`config.mk`:
```
export PLATFORM = sky130hd
export DESIGN_NAME = uart_tx
export DESIGN_NICKNAME = d
export VERILOG_FILES = /design/src/rtl/uart_tx.sv
export SDC_FILE = /design/constraint.sdc
export NUM_CORES = 1
export LEC_CHECK = 0
export CORE_ASPECT_RATIO = 1.4
export CORE_MARGIN = 2
export CORE_UTILIZATION = 55
export CTS_CLUSTER_DIAMETER = 50
export CTS_CLUSTER_SIZE = 25
export DETAILED_ROUTE_END_ITERATION = 16
export PLACE_DENSITY = 0.88
export SKIP_LAST_GASP = 1
export SYNTH_ARGS = -nofsm -noshare
export SYNTH_HDL_FRONTEND = slang
export SYNTH_SLANG_ARGS = --single-unit
```
`constraint.sdc`:
```
create_clock -name clk -period 1.97 [get_ports clk]
set_input_delay 0.394 -clock clk [delete_from_list [all_inputs] [get_ports clk]]
set_output_delay 0.394 -clock clk [all_outputs]
set_load 0.05 [all_outputs]
```
`src/rtl/uart_tx.sv`:
```
`default_nettype none
// +----------------------------------------------------------------------+
// | uart_tx: valid/ready byte input, 8N1 serial output, fixed baud divider |
// | Revision: 1.0                                                         |
// +----------------------------------------------------------------------+
module uart_tx #(
  parameter int CLKS_PER_BIT = 434
) (
  input  logic       clk,
  input  logic       rst,
  input  logic [7:0] uart_data,
  input  logic       uart_valid,
  output logic       uart_ready,
  output logic       uart_out,
  output logic       busy
);

  localparam int CNT_W = (CLKS_PER_BIT > 2) ? $clog2(CLKS_PER_BIT) : 1;
  localparam logic [CNT_W-1:0] CNT_LAST = CNT_W'(CLKS_PER_BIT - 1);

  typedef enum logic [1:0] {
    IDLE  = 2'd0,
    START = 2'd1,
    DATA  = 2'd2,
    STOP  = 2'd3
  } state_t;

  state_t           state_q,    state_d;
  logic [2:0]       bit_cnt_q,  bit_cnt_d;
  logic [CNT_W-1:0] clk_cnt_q,  clk_cnt_d;
  logic [7:0]       shift_q,    shift_d;
  logic             uart_out_q, uart_out_d;
  logic             bit_done;

  assign bit_done   = (clk_cnt_q == CNT_LAST);
  assign uart_ready = (state_q == IDLE);
  assign busy       = (state_q != IDLE);
  assign uart_out   = uart_out_q;

  // uart_out_d tracks the level of the next state so the registered line
  // changes on the same edge as the state register.
  always_comb begin
    state_d    = state_q;
    bit_cnt_d  = bit_cnt_q;
    clk_cnt_d  = clk_cnt_q;
    shift_d    = shift_q;
    uart_out_d = uart_out_q;
    case (state_q)
      IDLE: begin
        uart_out_d = 1'b1;
        if (uart_valid) begin
          shift_d    = uart_data;
          clk_cnt_d  = '0;
          state_d    = START;
          uart_out_d = 1'b0;
        end
      end
      START: begin
        uart_out_d = 1'b0;
        if (bit_done) begin
          clk_cnt_d  = '0;
          bit_cnt_d  = 3'd0;
          state_d    = DATA;
          uart_out_d = shift_q[0];
        end else begin
          clk_cnt_d = clk_cnt_q + CNT_W'(1);
        end
      end
      DATA: begin
        uart_out_d = shift_q[0];
        if (bit_done) begin
          clk_cnt_d = '0;
          shift_d   = {1'b0, shift_q[7:1]};
          bit_cnt_d = bit_cnt_q + 3'd1;
          if (bit_cnt_q == 3'd7) begin
            state_d    = STOP;
            uart_out_d = 1'b1;
          end else begin
            uart_out_d = shift_q[1];
          end
        end else begin
          clk_cnt_d = clk_cnt_q + CNT_W'(1);
        end
      end
      STOP: begin
        uart_out_d = 1'b1;
        if (bit_done) begin
          clk_cnt_d = '0;
          state_d   = IDLE;
        end else begin
          clk_cnt_d = clk_cnt_q + CNT_W'(1);
        end
      end
      default: begin
        state_d    = IDLE;
        uart_out_d = 1'b1;
      end
    endcase
  end

  always_ff @(posedge clk) begin
    if (rst) begin
      state_q    <= IDLE;
      bit_cnt_q  <= 3'd0;
      clk_cnt_q  <= '0;
      shift_q    <= 8'd0;
      uart_out_q <= 1'b1;
    end else begin
      state_q    <= state_d;
      bit_cnt_q  <= bit_cnt_d;
      clk_cnt_q  <= clk_cnt_d;
      shift_q    <= shift_d;
      uart_out_q <= uart_out_d;
    end
  end

endmodule
`default_nettype wire

```
==> impl_metrics.py <==
metrics = {
    "outcome": {
        "outcome": "complete, no violations",
    },
    "synthesis": {
        "synth_most_common_cell": "dfxtp_1",
        "synth-edff-count": 0,
        "synth_top_area_share_pct": 35.08,
        "yosys.area.top_type": "dfxtp_1",
        "ys_seq_area_share_pct": 35.08,
        "ys.warnings.count": 0,
        "ys.flop_type": "dfxtp_1",
        "async_flop_share_pct": 0,
        "synthTopCellsByArea": "dfxtp_1, ha_1, mux2i_1, a21oi_1, a311oi_1",
        "syn_area_mm2": 0.001313,
        "avgSynthCellArea_um2": 9.580,
        "ys_types": 41,
        "synth.top_cells.by_count": "dfxtp_1, a21oi_1, nor2_1",
        "ys_ff_latch": 23,
        "syn_inst": 137,
        "syn-num-nets": 156,
    },
    "timing": {
        "setup_viol": 0,
        "drv_slew": 0,
        "slew_headroom_pct": 67.10,
        "worst_slew_pin_slew_ns": 0.4920,
        "fin_setup_tns_ns": 0,
        "hold_viol": 0,
        "fmax_mhz": 535.2,
        "timing.final.crit_share_pct": 94.84,
        "period_needed_ns": 1.868,
        "grt_setup_unrepaired": "no",
        "hold_ws_ns": 0.5261,
        "fin_skew_ns": 0.004148,
    },
    "flow_run": {
        "maxCapViolations": 0,
    },
    "clocking": {
        "cts_root_buffer": "clkbuf_4",
        "cts_made_buffers": 3,
        "clkSinkCount": 23,
        "insertion_delay_ns": 0.31,
        "htreeDepth": 1,
        "cts_setup_buffers": 0,
        "clkTransAtPathRegs_ns": 0.14,
        "cts.path.max_buffers": 2,
        "cts_tree": "built",
    },
    "global_routing": {
        "grt_max_degree": 26,
        "first_global_vias": 1099,
        "overflow": 0,
        "grtUsageTotal_pct": 22.09,
        "antenna_found_initial": 0,
        "grt_pass1_wl_um": 4664,
    },
    "detailed_routing": {
        "finalWirelength_um": 2855,
        "wl_per_cell_um": 16.41,
        "first_pass_iters": 4,
        "drt_iter0_drc": 23,
        "drc": 0,
        "ant_nets": 0,
        "drt-vias-per-instance": 6.517,
        "vias": 1134,
    },
    "final_layout": {
        "n_antenna_cell": 0,
        "drive_gt1_share_pct": 15.13,
        "fin_util_pct": 68.31,
        "finalInstanceArea_mm2": 0.001521,
        "syn2layout_area_growth_pct": 15.92,
        "final_nets": 172,
    },
    "floorplanning": {
        "start_util_pct": 58.93,
        "die_x_um": 45.29,
        "core_area_mm2": 0.002227,
        "rows": 20,
        "pin_count": 14,
        "dieArea_mm2": 0.002799,
        "die_h_um": 61.80,
    },
    "power_and_ir_drop": {
        "p_sw_w": 0.0008499,
        "leakagePower_nw": 0.5486,
        "switching_share_pct": 43.14,
        "ir_drop_uv": 574.4,
        "p_clk_share_pct": 11.5,
        "p_comb_share_pct": 55.4,
        "internal-power_w": 0.001120,
        "power_density_mw_per_mm2": 1295,
        "pwr-share-seq_pct": 33.1,
    },
    "setup_path": {
        "crit_chain": "inv_1 -> ha_2 -> buf_4 -> inv_1 -> buf_12",
        "regToRegStartpoint": "clk_cnt_q[1]",
        "cp_common_cell": "inv_1",
        "critical_path_peak_fanout": 7,
        "r2r_slack_ns": 0.14,
        "cp-start-kind": "register",
        "cp_data_required_time_ns": 1.58,
        "critPathArrivalTime_ns": 1.47,
        "end_kind": "primary output",
        "path_class": "reg2out",
        "r2r_cells": 7,
        "r2r-end": "clk_cnt_q[7]",
        "cpMaxStageDelayCell": "dfxtp_1",
        "slowest_delay_ns": 0.41,
    },
    "placement": {
        "dpl.hpwl_um": 2037,
        "port_buffers": 13,
        "placed_area_mm2": 0.001491,
        "gp_congestion": 0.8960,
    },
    "worst_hold_path": {
        "hold_end": "shift_q[3]",
        "min_path_type": "reg2reg",
        "min_delay_path_depth": 2,
        "hold_start": "shift_q[3]",
    },
}
per-layer routing:
layer	track usage, %	routed length, um	part of all wire (%)	vias to the layer above
met5	0	0	0	-
met4	9.244	38	1.3	0
met3	2.890	96	3.4	6
met2	39.18	1473	52	32
met1	26.43	1247	44	538
li1	-	-	-	558
final cells by class:
cell class	count	area, um2
Clock buffer	3	22.52
Clock inverter	1	5.005
Fill cell	174	705.7
Inverter	6	22.52
Multi-Input combinational cell	99	780.7
Sequential cell	23	460.4
Tap cell	22	27.53
Timing Repair Buffer	20	202.7
layout by cell type, fill, tap and decap left out, types with 2 or more instances in the layout:
cell | Yosys | layout
a21oi_1 | 16 | 16
a311oi_1 | 8 | 8
a311oi_2 | 2 | 2
a32oi_1 | 2 | 2
a41oi_1 | 2 | 2
and2_1 | 2 | 2
buf_12 | 0 | 2
buf_4 | 0 | 7
clkbuf_4 | 0 | 3
clkdlybuf4s50_1 | 0 | 11
dfxtp_1 | 23 | 23
ha_1 | 8 | 7
inv_1 | 6 | 6
mux2i_1 | 9 | 9
nand2_1 | 4 | 4
nand2b_1 | 5 | 5
nand4_1 | 3 | 3
nor2_1 | 10 | 10
nor3_1 | 4 | 4
o22ai_1 | 2 | 2
o311a_1 | 3 | 3
state kept, by name, indices dropped and copies added, names as in the netlist:
signal	cells
clk_cnt_q	9
shift_q	8
bit_cnt_q	3
state_q	2
uart_out	1
worst max path at each step:
stage | startpoint | to | slack, ns
after CTS | state_q[0] | busy | 0.01
final | state_q[0] | busy | 0.10
after floorplan | state_q[0] | busy | 0.04
after detailed placement | uart_valid | shift_q[4] | 0.07
after global routing | clk_cnt_q[1] | clk_cnt_q[7] | 0.0004
after global placement | uart_valid | shift_q[6] | 0.17
critical path, delay by kind of cell, from the launching register on:
kind | cells | cell delay, ns
fa+ha+maj | 1 | 0.25
buf+inv | 4 | 0.50
flops | 1 | 0.41
stage by stage:
| stage | instances | setup slack [ns] | total power [W] |
|---|---|---|---|
| floorplan | 137 | 0.04006 | 0.001422 |
| global placement | 170 | 0.1746 | 0.001690 |
| detailed placement | 170 | 0.07063 | 0.001746 |
| CTS | 174 | 0.01326 | 0.001964 |
| global route | 174 | 0.0004359 | 0.002099 |
| finish | 174 | 0.1016 | 0.001970 |
power by group through the flow:
| stage | Sequential (W) | Combinational, W | Clock, W |
|---|---|---|---|
| floorplan | 0.000659 | 0.000763 | 0 |
| global placement | 0.000656 | 0.00103 | 0 |
| detailed placement | 0.000663 | 0.00108 | 0 |
| CTS | 0.000652 | 0.00108 | 0.000227 |
| global route | 0.000664 | 0.00119 | 0.000246 |
| finish | 0.000653 | 0.00109 | 0.000227 |
cell families (layout without fill, tap and decap cells):
kind of cell / Yosys count / in the layout / share of synthesized area, %
mux: 9 / 9 / 6.864
fa+ha+maj: 8 / 8 / 7.627
buf+inv: 15 / 30 / 5.624
compound gates: 45 / 45 / 27.65
simple gates: 37 / 37 / 17.16
flops: 23 / 23 / 35.08
timing repair:
action                                  CTS  global route
hold buffers                              0             0
resized for setup                         0             1
endpoints found under the setup margin    0             1
(Power assumes the default switching activity.)
